**src/rtl/ddr3_ref_arb.sv**
```systemverilog
// ddr3_ref_arb: owns the single DDL command channel.
// Before cfg_run_i the configurator is passed straight through to the DDL.
// Afterwards the controller FSM is granted the channel, while owed REFRESH
// commands (from the tREFI tick) are counted and inserted as PRECHARGE-ALL +
// REFRESH pairs at burst boundaries, forced once the debt becomes urgent.
// Ports:
//   clock, reset                 clock, synchronous active-high reset
//   cfg_run_i                    initialisation complete (level)
//   cfg_req/cmd/ba/adr_i, cfg_rdy_o          configurator command port
//   cfg_ref_i                    one-cycle tREFI tick
//   fsm_req/seq/cmd/ba/adr_i, fsm_rdy_o      controller command port
//   fsm_ref_o                    refresh pending, FSM should close its rows
//   ddl_req/seq/cmd/ba/adr_o, ddl_rdy_i      command to the DDL
//   ref_ovf_o                    sticky: tick dropped at maximum debt
module ddr3_ref_arb #(
  parameter int unsigned DDR_ROW_BITS = 13,
  parameter int unsigned REF_POSTPONE = 8,
  parameter int unsigned REF_URGENT   = 4
) (
  input  logic                    clock,
  input  logic                    reset,
  input  logic                    cfg_run_i,
  input  logic                    cfg_req_i,
  input  logic [2:0]              cfg_cmd_i,
  input  logic [2:0]              cfg_ba_i,
  input  logic [DDR_ROW_BITS-1:0] cfg_adr_i,
  output logic                    cfg_rdy_o,
  input  logic                    cfg_ref_i,
  input  logic                    fsm_req_i,
  input  logic                    fsm_seq_i,
  input  logic [2:0]              fsm_cmd_i,
  input  logic [2:0]              fsm_ba_i,
  input  logic [DDR_ROW_BITS-1:0] fsm_adr_i,
  output logic                    fsm_rdy_o,
  output logic                    fsm_ref_o,
  output logic                    ddl_req_o,
  output logic                    ddl_seq_o,
  output logic [2:0]              ddl_cmd_o,
  output logic [2:0]              ddl_ba_o,
  output logic [DDR_ROW_BITS-1:0] ddl_adr_o,
  input  logic                    ddl_rdy_i,
  output logic                    ref_ovf_o
);

  localparam int unsigned RSB = DDR_ROW_BITS - 1;
  localparam int unsigned DW  = $clog2(REF_POSTPONE + 1);

  localparam logic [2:0]   CMD_NOOP = 3'b111;
  localparam logic [2:0]   CMD_PREC = 3'b010;
  localparam logic [2:0]   CMD_REFR = 3'b001;
  localparam logic [RSB:0] ADR_A10  = DDR_ROW_BITS'(32'h400);

  typedef enum logic [1:0] {
    ST_INIT = 2'd0,
    ST_FSM  = 2'd1,
    ST_PREA = 2'd2,
    ST_REFR = 2'd3
  } state_t;

  state_t        state_q;
  logic [DW-1:0] debt_q, debt_d;
  logic          burst_q;
  logic          ovf_q, ovf_d;

  logic tick;
  logic refr_xfer;
  logic fsm_xfer;
  logic boundary;
  logic urgent;

  assign tick      = cfg_ref_i && cfg_run_i;
  assign refr_xfer = (state_q == ST_REFR) && ddl_rdy_i;
  assign fsm_xfer  = fsm_req_i && fsm_rdy_o;
  assign boundary  = !burst_q && !fsm_req_i;
  // Urgent debt blocks the FSM as soon as no burst is open, even if it is requesting.
  assign urgent    = !burst_q && (debt_q >= DW'(REF_URGENT));

  // Refresh debt: tick and REFR transfer in the same cycle cancel out.
  always_comb begin
    debt_d = debt_q;
    ovf_d  = ovf_q;
    if (tick && !refr_xfer) begin
      if (debt_q == DW'(REF_POSTPONE)) ovf_d = 1'b1;
      else                             debt_d = debt_q + DW'(1);
    end else if (refr_xfer && !tick) begin
      debt_d = debt_q - DW'(1);
    end
  end

  // Command mux selected by the registered state; no latency on the granted path.
  always_comb begin
    ddl_req_o = 1'b0;
    ddl_seq_o = 1'b0;
    ddl_cmd_o = CMD_NOOP;
    ddl_ba_o  = 3'b000;
    ddl_adr_o = '0;
    cfg_rdy_o = 1'b0;
    fsm_rdy_o = 1'b0;
    case (state_q)
      ST_INIT: begin
        ddl_req_o = cfg_req_i;
        ddl_cmd_o = cfg_cmd_i;
        ddl_ba_o  = cfg_ba_i;
        ddl_adr_o = cfg_adr_i;
        cfg_rdy_o = ddl_rdy_i;
      end
      ST_FSM: begin
        // A blocked FSM must not reach the DDL, so its req is gated too.
        ddl_req_o = fsm_req_i && !urgent;
        ddl_seq_o = fsm_seq_i;
        ddl_cmd_o = fsm_cmd_i;
        ddl_ba_o  = fsm_ba_i;
        ddl_adr_o = fsm_adr_i;
        fsm_rdy_o = ddl_rdy_i && !urgent;
      end
      ST_PREA: begin
        ddl_req_o = 1'b1;
        ddl_seq_o = 1'b1;
        ddl_cmd_o = CMD_PREC;
        ddl_adr_o = ADR_A10;
      end
      ST_REFR: begin
        ddl_req_o = 1'b1;
        ddl_cmd_o = CMD_REFR;
      end
      default: ;
    endcase
  end

  assign fsm_ref_o = (debt_q != '0) || (state_q == ST_PREA) || (state_q == ST_REFR);
  assign ref_ovf_o = ovf_q;

  // State, burst tracking and debt registers.
  always_ff @(posedge clock) begin
    if (reset) begin
      state_q <= ST_INIT;
      debt_q  <= '0;
      burst_q <= 1'b0;
      ovf_q   <= 1'b0;
    end else begin
      debt_q <= debt_d;
      ovf_q  <= ovf_d;
      if (fsm_xfer) burst_q <= fsm_seq_i;
      case (state_q)
        ST_INIT: if (cfg_run_i && !cfg_req_i) state_q <= ST_FSM;
        ST_FSM: begin
          if (!cfg_run_i && boundary)                      state_q <= ST_INIT;
          else if ((boundary && debt_q != '0) || urgent)   state_q <= ST_PREA;
        end
        ST_PREA: if (ddl_rdy_i) state_q <= ST_REFR;
        ST_REFR: begin
          // Keep refreshing back-to-back while the remaining debt is still urgent.
          if (ddl_rdy_i) begin
            if (!cfg_run_i)                         state_q <= ST_INIT;
            else if (debt_d >= DW'(REF_URGENT))     state_q <= ST_PREA;
            else                                    state_q <= ST_FSM;
          end
        end
        default: state_q <= ST_INIT;
      endcase
    end
  end

endmodule

```
**config.mk**
```make
export PLATFORM = sky130hd
export DESIGN_NAME = ddr3_ref_arb
export DESIGN_NICKNAME = d
export VERILOG_FILES = /design/src/rtl/ddr3_ref_arb.sv
export SDC_FILE = /design/constraint.sdc
export NUM_CORES = 1
export LEC_CHECK = 0
export ABC_AREA = 1
export ABC_CLOCK_PERIOD_IN_PS = 1960
export CAP_MARGIN = 20
export CORE_MARGIN = 2
export CORE_UTILIZATION = 34
export CTS_CLUSTER_SIZE = 12
export DETAILED_ROUTE_END_ITERATION = 16
export PLACE_DENSITY_LB_ADDON = 0.25
export RECOVER_POWER = 100
export SETUP_SLACK_MARGIN = 0.3
export SYNTH_ARGS = -nofsm -noshare
export SYNTH_HDL_FRONTEND = slang
export SYNTH_SLANG_ARGS = --single-unit
```
**constraint.sdc**
```tcl
create_clock -name clock -period 1.96 [get_ports clock]
set_input_delay 0.196 -clock clock [delete_from_list [all_inputs] [get_ports clock]]
set_output_delay 0.196 -clock clock [all_outputs]
set_load 0.03 [all_outputs]
```
After elaboration in Yosys (flattened, before gate mapping). Index checks and enable logic that the tools add are counted.

Register bits: 8. Bits of input ports: 46. Output and inout bits: 25. Word-level logic and storage cells: 61.

$add $sub $neg: 2. $lt $le $gt $ge: 2. Equal/unequal tests: 8. Muxes and demuxes: 18. Reductions and logical operators: 27.

Operators by type and width (number): one-hot mux 13 bit (3 select lines) (1); two-way mux 2 bit (7); logical AND 1 bit (12); two-way mux 4 bit (3); one-hot mux 3 bit (4 select lines) (1); greater-or-equal comparator 4 x 3 -> 1 bit, second input constant (2); one-hot mux 2 bit (4 select lines) (1); logical NOT 1 bit (7); inequality test 2 bit, second input constant (3); one-hot mux 3 bit (2 select lines) (1); adder 4 x 1 -> 4 bit, second input constant (1); equality test 2 bit, second input constant (2); equality test 4 bit, second input constant (1); AND reduction 4 bit (1); nonzero test 4 bit (1); subtractor 4 x 1 -> 4 bit, second input constant (1); logical OR 1 bit (3); inequality test 3 bit, second input constant (1); one-hot mux 1 bit (3 select lines) (1); equality test 2 x 1 -> 1 bit, second input constant (1); logical NOT 2 bit (1); two-way mux 1 bit (2); one-hot mux 1 bit (2 select lines) (1); AND reduction 2 bit (1); OR reduction 2 bit (1).

Longest topological paths before layout.
Depth after elaboration: 10. Depth in mapped cells: 12.

Least setup slack after synthesis. Ideal clock, no wire load.

Path type: flip-flop to output port. Start: reg state_q[0]. End: out ddl_cmd_o[0]. Arrival time: 1.710 ns. Data required time: 1.764 ns. Slack: 0.054 ns. Cell stages (with the launch flop): 6. Cells stage by stage: dfxtp_1 -> inv_1 -> ha_1 -> clkbuf_1 -> clkbuf_1 -> o21ai_0.

Word-level cells in the longest chain between the ends: 2. Elaborated cells on any way between the ends: 5. Classes of those cells: eq/ne (3); mux (1); reduce/logical (1).

Ends and longest elaborated chain: start: declaration (line 60) `state_t state_q;`; start signal: assignment (line 136) `state_q <= ST_INIT;`; start signal: assignment (line 145) `ST_INIT: if (cfg_run_i && !cfg_req_i) state_q <= ST_FSM;`; start signal: assignment (line 147) `if (!cfg_run_i && boundary) state_q <= ST_INIT;`; equality test 2 bit (tied with other cells) (line 99) `case (state_q)`; one-hot mux 3 bit (4 select lines) * (line 99); end: declaration (line 38) `output logic [2:0] ddl_cmd_o,`.

Mark *: on every way between the ends. The rest lies on a longest branch, timed or not.

Worst setup path in the final report.
Start: reg state_q[1]. End: out ddl_req_o.

Word-level cells in the longest chain between the ends: 3. Elaborated cells on any way between the ends: 6. Classes of those cells: eq/ne (3); mux (1); reduce/logical (2).

Ends and longest elaborated chain: equality test 2 bit (line 99); OR reduction 2 bit (no source line); one-hot mux 1 bit (3 select lines) * (line 99); end: declaration (line 36) `output logic ddl_req_o,`.

Marked as above.

==> metrics.md <==
| Metric | Value |
|---|---|
| Vias per cell | 5.37 |
| Critical Path End Type | output pin |
| Vias | 1535 |
| Reg-to-reg slack, setup | 140 ps |
| Vias in the first global route | 1398 |
| Post-synth top area share | 22.4% |
| Max Freq | 542 MHz |
| RSZ-0062 raised after global routing | yes |
| Row count | 19 |
| Setup_tns | 0 ps |
| Area grow syn2layout | 137% |
| Placer Congestion | 0.826 |
| Slowest CP cell | dfxtp_4 |
| Die height | 57.0 um |
| Place WS | 108 ps |
| Flop and latch count out of synthesis | 8 |
| CP dominant cell by count | buf_6 |
| Worst Path Required | 1760 ps |
| CTS tree | done |
| Max Root-Sink Buffers | 2 |
| CTS root buf | clkbuf_4 |
| Mapped Nets | 220 |
| Hold Fails Final Rpt | 0 |
| Die footprint | 3250 um2 |
| Max Slew Vio Count | 0 |
| Post-synth ARST share | 0% |
| Fill cells | 136 |
| CTS Buf Count | 3 |
| # hold bufs at CTS | 0 |
| Final HPWL DP | 2920 um |
| EDFF count, synth | 0 |
| Synth area leaders | nand2_1 22%, dfxtp_1 17%, ha_1 9.2%, a21oi_1 8.9%, inv_1 6.7% |
| Most frequent cell after synthesis | nand2_1 |
| Htree depth | 1 |
| Final min period | 1840 ps |
| PnR worst setup slack | 116 ps |
| Average size of a mapped cell | 5.72 um2 |
| CP cell instances | inv_4, ha_4, buf_6, inv_2, buf_6, nor2_1, a31oi_4, buf_6 |
| PwrDens | 662 nW/um2 |
| Synth unique cells | 26 |
| Fraction of layout cells with a size suffix above 1 | 42.7% |
| Global-route usage over all layers | 25.6% |
| Clock Latency Late Sink | 260 ps |
| Worst setup path class | reg2out |
| Initial antenna violation count | 0 |
| # diodes | 0 |
| Placed cell count | 273 |
| Die span in x | 57.0 um |
| Status | finished clean |
| Core ar. | 2710 um2 |
| # setup viols final | 0 |
| Peak supply drop | 0.614 mV |
| Clk_skew | 5.74 ps |
| Hold crit path type | reg2reg |
| Lkg Pwr | 0.996 nW |
| Post-Syn Area | 956 um2 |
| Max-cap violations | 0 |
| Post-synthesis sequential area ratio | 16.8% |
| Initial Utilization | 35.3% |
| Post-route ant nets | 0 |
| Num ports | 71 |
| Post-layout util | 83.7% |
| Clock Sinks | 8 |
| Global-route wire length before repair | 6600 um |
| Layout Cells excl Fill | 286 |
| Cells after Synth | 167 |
| DRC violations left | 0 |
| Synth area leader | nand2_1 |
| Total power | 1.50 mW |
| Synth cell count leaders | 57 x nand2_1, 17 x a21oi_1, 17 x inv_1, 10 x nor2_1, 9 x nand3_1 |
| Critical Path AT | 1650 ps |
| Final wirelength | 5200 um |
| Critical Path Fanout Max | 5 |
| Synth Flop Type | dfxtp_1 |
| Pre-antenna DRT Iters | 4 |
| Largest net degree at the start of global routing | 13 |
| IO Port Bufs | 70 |
| Max_slew headroom | 74.3% |
| Clock transition at path regs | 50 ps |
| Iter 0 DRT Violations | 72 |
| Setup crit start kind | flip-flop |
| Wire per inst | 18.2 um |
| Syn. warnings | 0 |
| Nets | 310 |
| FF+latch area | 166 um2 |
| Multi-input gate area | 997 um2 |
| Global route total overflow | 0 |
| Crit share post-route | 94.1% |
| Slew @ Worst Pin | 387 ps |
| Critical Path Max Stage Delay | 350 ps |
## power by group
part | switching [mW] | internal (mW)
registers | 0.0117 | 0.173
logic | 0.619 | 0.564
clock network | 0.0615 | 0.0705
## worst max-delay path: cells and delay by family (launching register included)
kind / cells / cell delay, ps
AO/OA/AOI/OAI: 1 / 70
buffers and inverters: 5 / 530
flip-flops: 1 / 350
adder cells (fa/ha/maj): 1 / 160
AND/OR/NAND/NOR: 1 / 260
## worst paths after layout
path / start / end / depth (start not counted)
setup / recovery: state_q[1]$_SDFFE_PP0P_ / ddl_req_o / 8
hold reg to reg: ref_ovf_o$_SDFFE_PP0P_ / ref_ovf_o$_SDFFE_PP0P_ / 2
hold / removal: ref_ovf_o$_SDFFE_PP0P_ / ref_ovf_o$_SDFFE_PP0P_ / 2
setup reg to reg: state_q[1]$_SDFFE_PP0P_ / state_q[0]$_SDFFE_PP0P_ / 12
## area by class of cell
class | instances | share of cell area (%)
inverters | 22 | 3.97
flip-flops and latches | 8 | 7.34
clock buffers | 3 | 0.993
multi-input cells | 130 | 44.0
repair buffers | 92 | 42.0
well taps | 31 | 1.71
## state kept, by name, indices dropped and copies added (netlist names)
name       count
debt_q         4
state_q        2
ref_ovf_o      1
burst_q        1
## layer usage
| metal | GRT usage (%) | routed length, um |
|---|---|---|
| met1 | 29.7 | 2130 |
| met2 | 47.3 | 2600 |
| met3 | 5.90 | 367 |
| met4 | 6.31 | 98 |
| met5 | 0 | 0 |
## metrics by stage
step | area (um2) | hold slack [ps]
floorplan | 1100 | 367
global placement | 1850 | 465
detailed placement | 1850 | 494
CTS | 2120 | 502
global route | 2270 | 537
finish | 2270 | 500
## timing repair
item,in CTS,in global routing
pin swaps,6,7
endpoints found under the setup margin,26,26
cloned,1,1
setup buffers,4,4
resized for setup,67,37
## cells by family after synthesis
logic type      after synthesis  synth area share (%)
compound gates               38                  25.0
xor+xnor                      1                 0.916
fa+ha+maj                     7                  9.16
buf+inv                      29                  11.4
flops                         8                  16.8
simple gates                 84                  36.8
## layout by cell type, fill, tap and decap left out, types with 2 or more instances in the layout
cell / synthesis / layout
inv_4: 0 / 3
a21oi_4: 0 / 13
o21ai_0: 6 / 3
ha_1: 7 / 4
nand3_1: 9 / 7
nor2_1: 10 / 10
nor3_1: 3 / 2
o21ai_1: 0 / 3
ha_4: 0 / 3
clkdlybuf4s50_1: 0 / 46
a22o_1: 3 / 3
inv_1: 17 / 12
nor2_4: 1 / 2
dfxtp_2: 0 / 2
clkbuf_1: 5 / 2
nand3_2: 1 / 2
nand2_2: 1 / 14
clkbuf_4: 0 / 4
buf_8: 0 / 3
a21oi_2: 3 / 4
buf_6: 0 / 25
inv_2: 5 / 7
nand2_1: 57 / 40
a21oi_1: 17 / 3
a31oi_1: 3 / 2
dfxtp_1: 8 / 5
nand2_4: 0 / 4
buf_4: 0 / 13
No activity file was read; power rests on OpenSTA's default activity.
